==> src/rtl/seq_divide_pkg.sv <==
// Shared constants and FSM encoding for the sequential signed divider.
package seq_divide_pkg;

  localparam int WIDTH_DEFAULT = 16;
  localparam int ITER          = 16;
  localparam int LATENCY       = 17;
  localparam int CNT_W         = $clog2(ITER);

  typedef enum logic [1:0] {
    IDLE = 2'd0,
    CALC = 2'd1,
    FIX  = 2'd2,
    DONE = 2'd3
  } state_t;

endpackage

==> src/rtl/seq_divide_if.sv <==
// Request/result bundle between a divider user (master) and seq_divide (slave).
interface seq_divide_if
  import seq_divide_pkg::*;
#(
  parameter int WIDTH = WIDTH_DEFAULT
);

  logic             start;
  logic [WIDTH-1:0] Ainput;
  logic [WIDTH-1:0] Binput;
  logic [WIDTH-1:0] Quotient;
  logic [WIDTH-1:0] Remainder;
  logic             busy;
  logic             done;
  logic             div_by_zero;

  modport master (
    output start, Ainput, Binput,
    input  Quotient, Remainder, busy, done, div_by_zero
  );

  modport slave (
    input  start, Ainput, Binput,
    output Quotient, Remainder, busy, done, div_by_zero
  );

endinterface

==> src/rtl/seq_divide_div_step.sv <==
// One restoring shift-subtract iteration on unsigned magnitudes.
module div_step #(
  parameter int WIDTH = 16
) (
  input  logic [WIDTH-1:0] rem_in,
  input  logic [WIDTH-1:0] quo_in,
  input  logic [WIDTH-1:0] dvs,
  output logic [WIDTH-1:0] rem_out,
  output logic [WIDTH-1:0] quo_out
);

  logic [WIDTH:0] shifted;
  logic [WIDTH:0] diff;

  // rem_in < dvs <= 2^(WIDTH-1), so shifted never reaches bit WIDTH and
  // diff[WIDTH] is a clean borrow flag.
  always_comb begin
    shifted = {rem_in, quo_in[WIDTH-1]};
    diff    = shifted - {1'b0, dvs};
    if (diff[WIDTH]) begin
      rem_out = shifted[WIDTH-1:0];
      quo_out = {quo_in[WIDTH-2:0], 1'b0};
    end else begin
      rem_out = diff[WIDTH-1:0];
      quo_out = {quo_in[WIDTH-2:0], 1'b1};
    end
  end

endmodule

==> src/rtl/seq_divide.sv <==
// Sequential signed divider: 16 restoring iterations on magnitudes, then sign fix-up.
module seq_divide
  import seq_divide_pkg::*;
#(
  parameter int WIDTH = WIDTH_DEFAULT
) (
  input logic       clk,
  input logic       rst_n,
  seq_divide_if.slave bus
);

  state_t             state;
  state_t             state_nx;
  logic [CNT_W-1:0]   cnt;
  logic [WIDTH-1:0]   rem_q;
  logic [WIDTH-1:0]   quo_q;
  logic [WIDTH-1:0]   dvs_q;
  logic               neg_q;
  logic               neg_r;
  logic               dbz_q;
  logic [WIDTH-1:0]   rem_nx;
  logic [WIDTH-1:0]   quo_nx;
  logic [WIDTH-1:0]   q_out;
  logic [WIDTH-1:0]   r_out;
  logic               z_out;
  logic               busy_c;
  logic               done_c;
  logic               accept;

  // DONE returns to IDLE on its leaving edge, and that same edge samples
  // start, so a back-to-back request costs no extra idle cycle.
  assign accept = bus.start && ((state == IDLE) || (state == DONE));

  always_ff @(posedge clk or negedge rst_n) begin
    if (!rst_n) state <= IDLE;
    else        state <= state_nx;
  end

  always_comb begin
    state_nx = state;
    busy_c   = 1'b0;
    done_c   = 1'b0;
    case (state)
      IDLE: if (bus.start) state_nx = CALC;
      CALC: begin
        busy_c = 1'b1;
        if (cnt == CNT_W'(ITER - 1)) state_nx = FIX;
      end
      FIX: begin
        busy_c   = 1'b1;
        state_nx = DONE;
      end
      DONE: begin
        done_c   = 1'b1;
        state_nx = bus.start ? CALC : IDLE;
      end
      default: state_nx = IDLE;
    endcase
  end

  div_step #(.WIDTH(WIDTH)) u_step (
    .rem_in (rem_q),
    .quo_in (quo_q),
    .dvs    (dvs_q),
    .rem_out(rem_nx),
    .quo_out(quo_nx)
  );

  always_ff @(posedge clk or negedge rst_n) begin
    if (!rst_n) begin
      cnt   <= '0;
      rem_q <= '0;
      quo_q <= '0;
      dvs_q <= '0;
      neg_q <= 1'b0;
      neg_r <= 1'b0;
      dbz_q <= 1'b0;
      q_out <= '0;
      r_out <= '0;
      z_out <= 1'b0;
    end else begin
      if (accept) begin
        quo_q <= bus.Ainput[WIDTH-1] ? -bus.Ainput : bus.Ainput;
        dvs_q <= bus.Binput[WIDTH-1] ? -bus.Binput : bus.Binput;
        rem_q <= '0;
        neg_q <= bus.Ainput[WIDTH-1] ^ bus.Binput[WIDTH-1];
        neg_r <= bus.Ainput[WIDTH-1];
        dbz_q <= (bus.Binput == '0);
        cnt   <= '0;
      end else if (state == CALC) begin
        rem_q <= rem_nx;
        quo_q <= quo_nx;
        cnt   <= cnt + 1'b1;
      end
      // Divide-by-zero leaves |A| in the remainder path, so only Q is forced.
      if (state == FIX) begin
        q_out <= dbz_q ? '1 : (neg_q ? -quo_q : quo_q);
        r_out <= neg_r ? -rem_q : rem_q;
        z_out <= dbz_q;
      end
    end
  end

  assign bus.Quotient    = q_out;
  assign bus.Remainder   = r_out;
  assign bus.div_by_zero = z_out;
  assign bus.busy        = busy_c;
  assign bus.done        = done_c;

endmodule
==> src/flat_wrapper.sv <==
// flat-port wrapper written by rule: the top's interface ports become plain ports
module seq_divide_flat import seq_divide_pkg::*;
#(
  parameter int WIDTH = WIDTH_DEFAULT
)
  (clk, rst_n, bus_start, bus_Ainput, bus_Binput, bus_Quotient, bus_Remainder, bus_busy, bus_done, bus_div_by_zero);
  seq_divide_if #(.WIDTH(WIDTH)) bus_i ();
  input logic clk;
  input logic rst_n;
  input wire logic [$bits(bus_i.start)-1:0] bus_start;
  input wire logic [$bits(bus_i.Ainput)-1:0] bus_Ainput;
  input wire logic [$bits(bus_i.Binput)-1:0] bus_Binput;
  output wire logic [$bits(bus_i.Quotient)-1:0] bus_Quotient;
  output wire logic [$bits(bus_i.Remainder)-1:0] bus_Remainder;
  output wire logic [$bits(bus_i.busy)-1:0] bus_busy;
  output wire logic [$bits(bus_i.done)-1:0] bus_done;
  output wire logic [$bits(bus_i.div_by_zero)-1:0] bus_div_by_zero;
  assign bus_i.start = bus_start;
  assign bus_i.Ainput = bus_Ainput;
  assign bus_i.Binput = bus_Binput;
  assign bus_Quotient = bus_i.Quotient;
  assign bus_Remainder = bus_i.Remainder;
  assign bus_busy = bus_i.busy;
  assign bus_done = bus_i.done;
  assign bus_div_by_zero = bus_i.div_by_zero;
  seq_divide #(.WIDTH(WIDTH)) u_core (.clk(clk), .rst_n(rst_n), .bus(bus_i));
endmodule
==> config.mk <==
export PLATFORM = sky130hd
export DESIGN_NAME = seq_divide_flat
export DESIGN_NICKNAME = d
export VERILOG_FILES = /design/src/rtl/seq_divide_pkg.sv /design/src/rtl/seq_divide_if.sv /design/src/rtl/seq_divide_div_step.sv /design/src/rtl/seq_divide.sv /design/src/flat_wrapper.sv
export SDC_FILE = /design/constraint.sdc
export NUM_CORES = 1
export LEC_CHECK = 0
export ABC_AREA = 1
export CAP_MARGIN = 20
export CORE_AREA = 2 2 170 131
export DETAILED_ROUTE_END_ITERATION = 16
export DIE_AREA = 0 0 172 133
export GPL_ROUTABILITY_DRIVEN = 0
export PLACE_DENSITY = 0.45
export SLEW_MARGIN = 5
export SYNTH_ARGS = -nofsm -noshare
export SYNTH_HDL_FRONTEND = slang
export SYNTH_SLANG_ARGS = --single-unit
==> constraint.sdc <==
create_clock -name clk -period 2.4 [get_ports clk]
set_input_delay 0.48 -clock clk [delete_from_list [all_inputs] [get_ports clk]]
set_output_delay 0.48 -clock clk [all_outputs]
set_load 0.005 [all_outputs]
==> results of run 1 <==
-- cell usage in the layout (no fill, tap or decap), drive strengths merged, types with 20 or more instances in the layout --
cell / Yosys / layout
nor2: 77 / 77
xor2: 20 / 20
a21oi: 33 / 33
inv: 136 / 138
nand2: 272 / 272
clkdlybuf4s50: 0 / 68
buf: 11 / 24
ha: 26 / 26
nand3: 90 / 90
dfrtp: 90 / 90
o21ai: 55 / 55
-- path summary, 6_finish.rpt --
| path | end | slack (ps) |
|---|---|---|
| worst max-delay path | bus_busy | 210 |
| worst min-delay path | u_core.rem_q[13]$_DFFE_PN0P_ | 110 |
| worst max register to register | u_core.rem_q[10]$_DFFE_PN0P_ | 250 |
| worst min register to register | u_core.cnt[3]$_DFFE_PN0P_ | 460 |
| max in group asynchronous | u_core.quo_q[0]$_DFFE_PN0P_ | 1720 |
| min in group clk | u_core.cnt[3]$_DFFE_PN0P_ | 460 |
-- stage by stage --
stage               cells  hold WS [ps]
finish               1282         113.4
global route         1282         149.4
CTS                  1282         137.0
detailed placement   1267         460.4
global placement     1267         453.8
floorplan             908         184.4
-- power groups by stage --
stage | clock, uW | combinational [uW] | sequential, uW
floorplan | 0 | 4010 | 2540
global placement | 0 | 6130 | 2650
detailed placement | 0 | 6090 | 2660
CTS | 1600 | 6120 | 2640
global route | 1670 | 6940 | 2720
finish | 1560 | 6080 | 2630
-- layout make-up --
| cell class | instances | area [um^2] |
|---|---|---|
| fill | 2361 | 13700 |
| multi-input combinational | 652 | 3359 |
| sequential | 90 | 2252 |
| timing repair buffer | 92 | 885.9 |
| inverter | 139 | 521.8 |
| tap | 294 | 367.9 |
| clock buffer | 9 | 225.2 |
| clock inverter | 6 | 90.09 |
-- registers in the layout, summed over array words and instances (netlist names), 2 cells and up --
signal                flops
u_core.bus.Quotient      16
u_core.bus.Remainder     16
u_core.dvs_q             16
u_core.quo_q             16
u_core.rem_q             16
u_core.cnt                4
u_core.state              2
-- kinds of logic (layout without fill, tap and decap cells) --
| kind of cell | count (synthesis) | count (layout) | synth area share [%] |
|---|---|---|---|
| fa+ha+maj | 27 | 27 | 5.521 |
| buf+inv | 166 | 246 | 10.32 |
| flops | 90 | 90 | 36.01 |
| xor+xnor | 29 | 29 | 4.061 |
| compound gates | 128 | 128 | 11.84 |
| simple gates | 468 | 468 | 32.25 |
-- per-layer routing --
layer / vias up / global-route usage [%] / wire (um)
li1: 3083 / - / -
met1: 2640 / 29.00 / 10620
met2: 110 / 22.69 / 7268
met3: 10 / 2.602 / 717
met4: 0 / 3.081 / 127
met5: - / 0 / 0
==> flow_metrics.env, run 1 <==
export IMPL_antenna_cells=0
export IMPL_path_max_fanout=5
export IMPL_power_density_nw_per_um2=1333
export IMPL_final_util_pct=35.98
export IMPL_synth_top_area_share_pct=36.01
export IMPL_worstSetupPathType="flop to output port"
export IMPL_drc=0
export IMPL_fin_crit_sh_pct=91.06
export IMPL_cp_cell_sequence="inv_1, ha_1, clkdlybuf4s50_1"
export IMPL_coreArea_um2=21410
export IMPL_r2r_start="u_core.dvs_q[13]$_DFFE_PN0P_"
export IMPL_drt_iter0_markers=465
export IMPL_p_switching_uw=4846
export IMPL_grt_overflow=0
export IMPL_post_route_min_period_ps=2186
export IMPL_drive_above_1_share_pct=6.073
export IMPL_min_path_type="primary input to async pin"
export IMPL_die_area_um2=22880
export IMPL_ys_seq_area_share_pct=36.01
export IMPL_ant_nets=0
export IMPL_synth_edf_count=0
export IMPL_synth_area_leaders="dfrtp_1, nand2_1, inv_1"
export IMPL_synth_fp_nets=970
export IMPL_slew_headroom_pct=62.69
export IMPL_clk_pin_slew_ps=70
export IMPL_synth_warnings=0
export IMPL_synth_area_um2=6255
export IMPL_ctsHoldBuffers=0
export IMPL_status="complete, no violations"
export IMPL_power_uw=10270
export IMPL_postSynthCellCount=908
export IMPL_endpoint_kind="output port"
export IMPL_slowest_stage="clkdlybuf4s50_1"
export IMPL_clock_sinks=90
export IMPL_synth_most_common_cell="nand2_1"
export IMPL_numCtsBuffers=9
export IMPL_final_area_um2=7702
export IMPL_sw_frac_of_total_pct=47.19
export IMPL_ir_drop_mv=0.5551
export IMPL_path_buf_inv=2
export IMPL_grt_util_all_layers_pct=17.25
export IMPL_leakage_uw=0.003865
export IMPL_clock_skew_ps=10.17
export IMPL_critPathMaxStageDelay_ps=510
export IMPL_antenna_found_initial=0
export IMPL_slew_viol_final=0
export IMPL_clkPwrFrac_pct=15.2
export IMPL_ios=70
export IMPL_cts_setup_buffers=0
export IMPL_grt_pass1_wl_um=30480
export IMPL_vias=5843
export IMPL_synth_seq_cells=90
export IMPL_routed_via_density=4.558
export IMPL_firstDrtPassIters=5
export IMPL_die_h_um=133
export IMPL_crit_arrival_ps=1710
export IMPL_fp_dieW_um=172
export IMPL_hold_viol=0
export IMPL_cp_required_ps=1920
export IMPL_ys_top_cells_by_count="nand2_1, inv_1, dfrtp_1"
export IMPL_synth_ff_type="dfrtp_1"
export IMPL_wl_per_cell_um=14.61
export IMPL_ctsResizeCount=0
export IMPL_maxCapViolations=0
export IMPL_critical_path_startpoint="u_core.state[0]$_DFFE_PN0P_"
export IMPL_grt_pass1_vias=5371
export IMPL_htreeDepth=3
export IMPL_port_buffers=69
export IMPL_intPower_uw=5423
export IMPL_cts_buffer_depth=2
export IMPL_p_comb_share_pct=59.2
export IMPL_cts_tree="built"
export IMPL_ff2ff_path_depth=11
export IMPL_rsz0062_at_grt="false"
export IMPL_setup_violations=0
export IMPL_fin_ws_ps=214.5
export IMPL_finalWirelength_um=18730
export IMPL_cp_start_kind="flop"
export IMPL_fmax_mhz=457.6
export IMPL_hpwl_um=14970
export IMPL_placedInstanceArea_um2=7387
export IMPL_crit_cells=3
export IMPL_grt_max_degree=38
export IMPL_clock_latency_ps=350
export IMPL_tightest_slew_ps=559.7
export IMPL_yosys_area_top_type="dfrtp_1"
export IMPL_ys_types=42
export IMPL_pre_cts_slack_ps=100.1
export IMPL_fin_tns_setup_ps=0
export IMPL_syn_avg_cell_area_um2=6.888
export IMPL_seqPwrFrac_pct=25.6
export IMPL_layout_nets=1046
export IMPL_area_delta_synth_final_pct=23.14
export IMPL_num_rows=47
export IMPL_async_flop_share_pct=100.0
export IMPL_cts_root_buf="clkbuf_16"
export IMPL_crit_family="buffers and inverters"
export IMPL_start_util_pct=29.22
Power figures use the tool's default switching activity.
==> inputs of run 2 (changes only) <==
--- a/config.mk
+++ b/config.mk
@@ -6,7 +6,7 @@
 export NUM_CORES = 1
 export LEC_CHECK = 0
 export ABC_AREA = 1
-export CAP_MARGIN = 20
+export CAP_MARGIN = 25
 export CORE_AREA = 2 2 170 131
 export DETAILED_ROUTE_END_ITERATION = 16
 export DIE_AREA = 0 0 172 133
==> results of run 2 <==
No change in the layout: final DEF, timing and power equal those of run 1.
==> inputs of run 3 (changes only) <==
--- a/config.mk
+++ b/config.mk
@@ -10,8 +10,9 @@
 export CORE_AREA = 2 2 170 131
 export DETAILED_ROUTE_END_ITERATION = 16
 export DIE_AREA = 0 0 172 133
+export DONT_BUFFER_PORTS = 1
 export GPL_ROUTABILITY_DRIVEN = 0
-export PLACE_DENSITY = 0.45
+export PLACE_DENSITY = 0.41
 export SLEW_MARGIN = 5
 export SYNTH_ARGS = -nofsm -noshare
 export SYNTH_HDL_FRONTEND = slang
==> run 3 against run 2 <==
The flow now finishes with violations (negative hold slack); final area is 9.5% lower; sequential share of layout area grew 3.1 points; combinational power down 10%; sequential power increased by 4%; die area is the same; critical path type is now flop to flop; largest power group unchanged.
==> flow_metrics.env, run 3 (synthesis gave the netlist of run 1 again) <==
export IMPL_post_route_min_period_ps=2233
export IMPL_wl_met1_um=11120
export IMPL_route_met3_wl_um=911
export IMPL_p_comb_share_pct=56.5
export IMPL_ir_drop_mv=0.4202
export IMPL_clock_sinks=90
export IMPL_htreeDepth=3
export IMPL_fp_dieW_um=172
export IMPL_die_h_um=133
export IMPL_path_max_fanout=11
export IMPL_grt_pass1_wl_um=30000
export IMPL_placedInstanceArea_um2=6629
export IMPL_routed_via_density=4.604
export IMPL_clk_pin_slew_ps=70
export IMPL_antenna_found_initial=0
export IMPL_port_buffers=0
export IMPL_fin_ws_ps=166.9
export IMPL_hold_viol=90
export IMPL_worstSetupPathType="flop to flop"
export IMPL_dp_cells=1192
export IMPL_sw_frac_of_total_pct=49.85
export IMPL_ios=70
export IMPL_vias=5585
export IMPL_ant_nets=0
export IMPL_num_rows=47
export IMPL_drive_above_1_share_pct=6.420
export IMPL_setup_violations=0
export IMPL_top_layer="met4"
export IMPL_finalWirelength_um=19290
export IMPL_pre_cts_slack_ps=152.8
export IMPL_final_cell_mix="nand2_1, inv_1, dfrtp_1, nand3_1, nor2_1"
export IMPL_grt_pass1_vias=5160
export IMPL_fmax_mhz=447.8
export IMPL_violations="negative hold slack"
export IMPL_coreArea_um2=21410
export IMPL_maxCapViolations=0
export IMPL_slew_viol_final=0
export IMPL_clkPwrFrac_pct=15.0
export IMPL_seqPwrFrac_pct=28.5
export IMPL_min_path_type="primary input to async pin"
export IMPL_intPower_uw=4837
export IMPL_leakage_uw=0.003575
export IMPL_grt_util_all_layers_pct=17.37
export IMPL_p_switching_uw=4807
export IMPL_clock_skew_ps=9.194
export IMPL_hpwl_um=15250
export IMPL_firstDrtPassIters=5
export IMPL_numCtsBuffers=9
export IMPL_start_util_pct=29.22
export IMPL_antenna_cells=0
export IMPL_fin_tns_setup_ps=0
export IMPL_layout_cells_non_filler=1213
export IMPL_area_delta_synth_final_pct=11.48
export IMPL_fin_hold_ws_ps=-165.9
export IMPL_slew_headroom_pct=70.79
export IMPL_wl_met2_um=7121
export IMPL_tightest_slew_ps=433.6
export IMPL_power_density_nw_per_um2=1383
export IMPL_grt_max_degree=91
export IMPL_drt_iter0_markers=352
export IMPL_endpoint_kind="flop"
export IMPL_fin_crit_sh_pct=93.05
export IMPL_drc=0
export IMPL_layout_commonest_cell="nand2_1"
export IMPL_cts_tree="built"
export IMPL_clock_latency_ps=350
export IMPL_cts_buffer_depth=2
export IMPL_cts_root_buf="clkbuf_16"
export IMPL_status="finished, violations left"
export IMPL_wl_per_cell_um=15.90
export IMPL_crit_arrival_ps=2520
export IMPL_grt_overflow=0
export IMPL_num_fill_cells=2397
export IMPL_layout_nets=976
export IMPL_final_area_um2=6973
export IMPL_cp_start_kind="flop"
export IMPL_cp_required_ps=2680
export IMPL_power_uw=9644
export IMPL_die_area_um2=22880
-- run 3: changes by cell type in the layout (fill, tap and decap cells not counted) --
cell             previous run  this run
bufinv_16                   2         1
clkdlybuf4s50_1            68         0
clkinv_4                    0         1
inv_2                       2         3
buf_4                      22        21
inv_1                     134       133
inv_6                       2         1
clkbuf_1                    0         1
buf_12                      2         0
clkinv_2                    1         2
nand2_8                     0         1
-- run 3: cell type report --
cell class              count  area, um^2  share of cell area (%)
clock buffers              10       229.0                   3.284
multi-input cells         653        3379                   48.47
repair buffers             21       157.7                   2.261
well taps                 294       367.9                   5.275
inverters                 139       521.8                   7.482
flip-flops and latches     90        2252                   32.30
clock inverters             6       65.06                  0.9331
-- run 3: per-stage QoR --
step / util (%) / hold slack [ps]
3_3_place_gp: 30.97 / 193.1
3_5_place_dp: 30.97 / 193.3
4_1_cts: 32.34 / -185.5
6_report: 32.58 / -165.9
5_1_grt: 32.58 / -190.9
2_1_floorplan: - / 184.4
-- run 3: what timing repair did --
action / 4_1_cts / 5_1_grt
hold endpoints to repair: 90 / 90
resized for setup: 0 / 2
buffers inserted: 0 / 4
setup endpoints to repair: 0 / 14
-- run 3: worst paths after layout --
check,from,to,slack [ps],cells past startpoint
min in group clk,bus_Binput[15],u_core.dvs_q[14]$_DFFE_PN0P_,300,2
hold / removal,rst_n,u_core.rem_q[11]$_DFFE_PN0P_,-170,0
hold reg to reg,u_core.cnt[3]$_DFFE_PN0P_,u_core.cnt[3]$_DFFE_PN0P_,460,1
max in group asynchronous,rst_n,u_core.dvs_q[8]$_DFFE_PN0P_,2400,0
setup / recovery,u_core.quo_q[15]$_DFFE_PN0P_,u_core.rem_q[15]$_DFFE_PN0P_,170,15
setup reg to reg,u_core.quo_q[15]$_DFFE_PN0P_,u_core.rem_q[15]$_DFFE_PN0P_,170,15
-- run 3: power by group through the flow --
| stage | clock network (uW) | registers [uW] | logic (uW) |
|---|---|---|---|
| after floorplan | 0 | 2540 | 4010 |
| after global placement | 0 | 2770 | 5430 |
| after detailed placement | 0 | 2770 | 5380 |
| after CTS | 1490 | 2750 | 5400 |
| after global routing | 1550 | 2830 | 6210 |
| final | 1450 | 2740 | 5450 |
-- run 3: critical path, stage by stage, from the launching register on --
cell,delay [ps]
dfrtp_1,370
inv_1,70
ha_1,200
fa_1,420
inv_2,100
nand2_1,50
nand2_1,90
nand3_2,90
nand2_4,100
nand2_4,70
nand2_4,70
nand2_4,130
buf_4,190
nand3_1,60
nand3_1,80
nand2_1,70
-- run 3: layer usage --
metal,vias up,global-route usage (%)
met3,9,3.949
li1,2930,-
met5,-,0
met1,2537,29.44
met4,0,2.941
met2,109,21.64
